<file path="src/rtl/count_monitor_pkg.sv">
// Shared types and default sizing for the count_monitor slice.
package count_monitor_pkg;

  typedef enum logic [1:0] {
    SEARCH  = 2'd0,
    ACQUIRE = 2'd1,
    LOCKED  = 2'd2
  } mon_state_t;

  localparam int unsigned DEF_WIDTH    = 4;
  localparam int unsigned DEF_LOCK_CNT = 3;
  localparam int unsigned DEF_STAT_W   = 8;

endpackage

</file>
<file path="src/rtl/sat_counter.sv">
// Saturating up-counter: increments on inc, sticks at all-ones.
module sat_counter #(
  parameter int unsigned W = 8
) (
  input  logic         clk,
  input  logic         reset,
  input  logic         inc,
  output logic [W-1:0] value
);

  always_ff @(posedge clk) begin
    if (reset) begin
      value <= '0;
    end else if (inc && (value != '1)) begin
      value <= value + 1'b1;
    end
  end

endmodule

</file>
<file path="src/rtl/count_monitor.sv">
// Checks that an observed count bus follows a +1 modulo-2^WIDTH sequence.
module count_monitor
  import count_monitor_pkg::*;
#(
  parameter int unsigned WIDTH    = DEF_WIDTH,
  parameter int unsigned LOCK_CNT = DEF_LOCK_CNT,
  parameter int unsigned STAT_W   = DEF_STAT_W
) (
  input  logic              clk,
  input  logic              reset,
  input  logic [WIDTH-1:0]  count_in,
  input  logic              count_valid,
  output logic              locked,
  output logic              err_pulse,
  output logic [STAT_W-1:0] err_count,
  output logic [STAT_W-1:0] wrap_count,
  output logic [WIDTH-1:0]  last_good
);

  localparam logic [3:0] LOCK_TGT = 4'(LOCK_CNT);

  mon_state_t       state_q, state_d;
  logic [WIDTH-1:0] prev_q, prev_d;
  logic [3:0]       match_q, match_d;
  logic             locked_q, locked_d;
  logic             err_q, err_d;
  logic [WIDTH-1:0] last_good_q, last_good_d;
  logic             err_inc, wrap_inc;

  logic [WIDTH-1:0] expected;
  logic [3:0]       match_inc;
  logic             hit;

  assign expected  = prev_q + 1'b1;
  assign match_inc = match_q + 4'd1;
  assign hit       = (count_in == expected);

  always_ff @(posedge clk) begin
    if (reset) begin
      state_q     <= SEARCH;
      prev_q      <= '0;
      match_q     <= '0;
      locked_q    <= 1'b0;
      err_q       <= 1'b0;
      last_good_q <= '0;
    end else begin
      state_q     <= state_d;
      prev_q      <= prev_d;
      match_q     <= match_d;
      locked_q    <= locked_d;
      err_q       <= err_d;
      last_good_q <= last_good_d;
    end
  end

  always_comb begin
    state_d     = state_q;
    prev_d      = prev_q;
    match_d     = match_q;
    locked_d    = locked_q;
    err_d       = 1'b0;
    last_good_d = last_good_q;
    err_inc     = 1'b0;
    wrap_inc    = 1'b0;
    if (count_valid) begin
      prev_d = count_in;
      case (state_q)
        SEARCH: begin
          match_d = '0;
          state_d = ACQUIRE;
        end
        ACQUIRE: begin
          if (hit) begin
            match_d = match_inc;
            if (match_inc == LOCK_TGT) begin
              state_d     = LOCKED;
              locked_d    = 1'b1;
              last_good_d = count_in;
            end
          end else begin
            match_d = '0;
          end
        end
        LOCKED: begin
          if (hit) begin
            last_good_d = count_in;
            wrap_inc    = &prev_q;
          end else begin
            err_d    = 1'b1;
            err_inc  = 1'b1;
            locked_d = 1'b0;
            match_d  = '0;
            state_d  = ACQUIRE;
          end
        end
        default: state_d = SEARCH;
      endcase
    end
  end

  sat_counter #(.W(STAT_W)) u_err_cnt (
    .clk   (clk),
    .reset (reset),
    .inc   (err_inc),
    .value (err_count)
  );

  sat_counter #(.W(STAT_W)) u_wrap_cnt (
    .clk   (clk),
    .reset (reset),
    .inc   (wrap_inc),
    .value (wrap_count)
  );

  assign locked    = locked_q;
  assign err_pulse = err_q;
  assign last_good = last_good_q;

endmodule

</file>
<file path="config.mk">
export PLATFORM = sky130hd
export DESIGN_NAME = count_monitor
export DESIGN_NICKNAME = d
export VERILOG_FILES = /design/src/rtl/count_monitor_pkg.sv /design/src/rtl/sat_counter.sv /design/src/rtl/count_monitor.sv
export SDC_FILE = /design/constraint.sdc
export NUM_CORES = 1
export LEC_CHECK = 0
export CORE_MARGIN = 4
export CORE_UTILIZATION = 30
export DETAILED_ROUTE_END_ITERATION = 10
export DONT_BUFFER_PORTS = 1
export GPL_TIMING_DRIVEN = 0
export SYNTH_ARGS = -nofsm -noshare
export SYNTH_HDL_FRONTEND = slang
export SYNTH_SLANG_ARGS = --single-unit
export TNS_END_PERCENT = 10
</file>
<file path="constraint.sdc">
create_clock -name clk -period 2 [get_ports clk]
set_input_delay 0.2 -clock clk [delete_from_list [all_inputs] [get_ports clk]]
set_output_delay 0.2 -clock clk [all_outputs]
set_load 0.005 [all_outputs]
</file>
==> key figures <==
Outcome
  – Outcome: finished, final reports clean

Power
  – Static Leak: 0.661 nW
  – Worst VDD drop: 0.000371 V
  – Overall power: 0.00124 W
  – Power per Cell Area: 646 mW/mm²

Routing
  – WL/cell: 14.9 µm
  – Residual DRC count: 0
  – Antenna-violating nets left: 0
  – Routed vias: 1434
  – DR iter-0 viols: 63
  – Final WL: 4110 µm
  – First-pass DRT Iterations: 4
  – Vias per cell: 5.20

Clocking
  – Max Root-Sink Buffers: 2
  – Worst-Skew Late Latency: 280 ps
  – CTS tree: built
  – CTS H-Tree Depth: 2
  – CTS sink cnt: 32
  – Root Driver: clkbuf_8
  – Clock transition at the registers of the reported paths: 60 ps
  – Clock buffer count from CTS: 5

Synthesis
  – Syn avg cell area: 8.76 µm²
  – Yosys warns: 0
  – Cell count after synthesis: 195
  – Top FF cell, synth: dfxtp_1
  – Register bit total from synthesis: 32
  – Area contributors post-synth: dfxtp_1 37%, mux2i_1 5.9%, a21oi_1 4.4%, ha_1 3.7%, nand3_1 3.5%
  – Post-synth top cells: 32 x dfxtp_1, 15 x a21oi_1, 13 x nor2_1, 12 x nand3_1, 11 x nand2_1
  – Count leader, synth: dfxtp_1
  – Number of synthesized flops with an enable pin: 0
  – Yosys top cell by area: dfxtp_1
  – Syn nets: 207
  – Top-area cell type share of the netlist area: 0.375
  – Mapped cell area: 0.00171 mm²
  – Async S/R FF share, synth: 0
  – Unique masters post-synth: 45
  – Sequential area share after synthesis: 0.375

Worst hold path
  – Cells on Worst Hold Path: 2
  – Worst hold endpoint: last_good[3]$_SDFFE_PP0P_
  – Hold path start: count_in[3]
  – Hold Path Class: in2reg

Global routing
  – GRT Max-Usage Layer: met2
  – Total GRT Usage: 0.119
  – First-pass GRT wire length: 6710 µm
  – Largest net degree at the start of global routing: 11
  – Initial antenna violation count: 0
  – Met3 Usage GRT: 0.0434
  – Grt met1 use: 0.154
  – Vias in the first global route: 1362
  – GRT Residual Overflow: 0
  – Met2 usage: 0.179

Setup path
  – Reg2Reg Setup Slack: 80 ps
  – Critical path fanouts, max: 10
  – Crit end category: flip-flop
  – FF-to-FF path depth: 7
  – R2r startpoint: prev_q[0]$_SDFFE_PP0P_
  – CP Cell Sequence: ha_1, xnor2_2, and3_4, nand2_4, clkbuf_8, o311ai_1, a21oi_1
  – Cell family with most CP delay: compound AO/OA/AOI/OAI gates
  – Critical Path RT: 2140 ps
  – Arrival time worst endpoint: 2060 ps
  – Worst path bufs/invs: 1
  – Critical path type: reg2reg
  – CP startpoint kind: flip-flop
  – Critical path's largest stage delay: 340 ps
  – RR Endpoint: state_q[0]$_SDFFE_PP0P_
  – Crit-path slowest cell: dfxtp_2

Cells and area
  – Fill count: 554
  – Antenna fix cells: 0
  – Share of post-route cells with drive strength above 1: 0.123
  – Layout net count: 216
  – Area Growth Syn to Fin: 12.2%

Timing
  – Fin crit period: 1920 ps
  – Slew Limit Fails: 0
  – Final worst path period share: 0.960
  – Final Hold Fails: 0
  – Setup WS post-layout: 80.1 ps
  – Setup Skew: 4.44 ps
  – Actual slew at the worst max-slew pin: 543 ps
  – Setup violations, final: 0
  – Slew HR: 0.638
  – Fmax achieved: 0.521 GHz

Place
  – Port Buf Inserts: 0
  – GPL Wtd Cong: 0.809
  – Place WS: -2.87 ps
  – Post-DP HPWL: 2860 µm

Floorplanning
  – I/O Pins: 29
  – Die area: 0.00697 mm²
  – Core area: 0.00551 mm²
  – Die Width: 83.5 µm
  – Die height: 83.5 µm
  – FP Rows: 27
  – Initial Util: 0.310

Job
  – Number of max-cap violations: 0
[worst reg2reg max path, stage by stage, from the launching register on]
cell      delay [ps]
dfxtp_2          340
ha_1             330
xnor2_2          160
and3_4           240
nand2_4           90
clkbuf_8         190
o311ai_1         330
a21oi_1          120
[cells in the final DEF (no fill, tap or decap), types with 3 or more instances in the layout]
master and n:
a21oi_1 15, clkbuf_1 5, clkbuf_8 7, dfxtp_1 31, ha_1 5, inv_1 8, mux2i_1 10, nand2_1 11
nand2b_1 8, nand3_1 12, nand4_1 5, nor2_1 12, nor2b_1 4, nor3_1 3, o21ai_0 9, o31ai_1 7
or3_1 5, or4_1 5
[registers in the layout, summed over array words and instances (netlist names)]
signal	cells
u_err_cnt.value	8
prev_q	4
match_q	4
state_q	2
last_good	4
err_pulse	1
locked	1
u_wrap_cnt.value	8
[repair_timing]
item,4_1_cts,5_1_grt
setup endpoints to repair,4,15
setup buffers,0,2
pin swaps,0,1
resized for setup,1,6
hold buffers,0,0
hold endpoints to repair,0,0
[power breakdown]
part	internal, W	switching [W]
sequential	0.000645	0.00000916
clock	0.000237	0.000240
combinational	0.0000463	0.0000622
[per-stage QoR]
step | instance area, µm² | hold slack (ps) | utilization | TNS (ps) | std cells
floorplan | 1710 | 342 | - | 0 | 195
global placement | 1800 | 348 | 0.327 | 0 | 267
detailed placement | 1800 | 358 | 0.327 | -2.87 | 267
CTS | 1880 | 55.4 | 0.341 | 0 | 274
global route | 1920 | 64.6 | 0.348 | -19.8 | 276
finish | 1920 | 62.7 | 0.348 | 0 | 276
[worst max-delay path by stage]
stage                      startpoint                                to  cells past startpoint
6_report       prev_q[0]$_SDFFE_PP0P_           state_q[0]$_SDFFE_PP0P_                      7
5_1_grt        prev_q[0]$_SDFFE_PP0P_           state_q[0]$_SDFFE_PP0P_                      7
4_1_cts        prev_q[0]$_SDFFE_PP0P_           state_q[0]$_SDFFE_PP0P_                      7
3_5_place_dp   prev_q[0]$_SDFFE_PP0P_         last_good[0]$_SDFFE_PP0P_                      7
3_3_place_gp   prev_q[0]$_SDFFE_PP0P_           state_q[0]$_SDFFE_PP0P_                      7
2_1_floorplan  prev_q[0]$_SDFFE_PP0P_  u_wrap_cnt.value[5]$_SDFFE_PP0P_                      6
[per-layer routing]
| metal | vias to the layer above | routed length, µm |
|---|---|---|
| met5 | - | 0 |
| met2 | 30 | 1810 |
| met1 | 664 | 2000 |
| li1 | 732 | - |
| met4 | 0 | 70 |
| met3 | 8 | 241 |
[final cells by class]
class	instances	area (µm²)	share of cell area
clock buffers	6	72.6	0.0379
clock inverters	1	5.00	0.00261
flip-flops and latches	32	642	0.335
repair buffers	2	15.0	0.00783
well taps	72	90.1	0.0470
inverters	8	30.0	0.0157
plain buffers	10	67.6	0.0352
multi-input cells	145	995	0.519
[cell families after synthesis]
logic type,after synthesis,synth area share
AOI/OAI and AO/OA,43,0.158
muxes,12,0.0717
DFF,32,0.375
buffers and inverters,18,0.0571
xor gates and xnor gates,7,0.0527
and+or+nand+nor,78,0.249
adders and majority gates,5,0.0366
No activity file was read; power rests on OpenSTA's default activity.
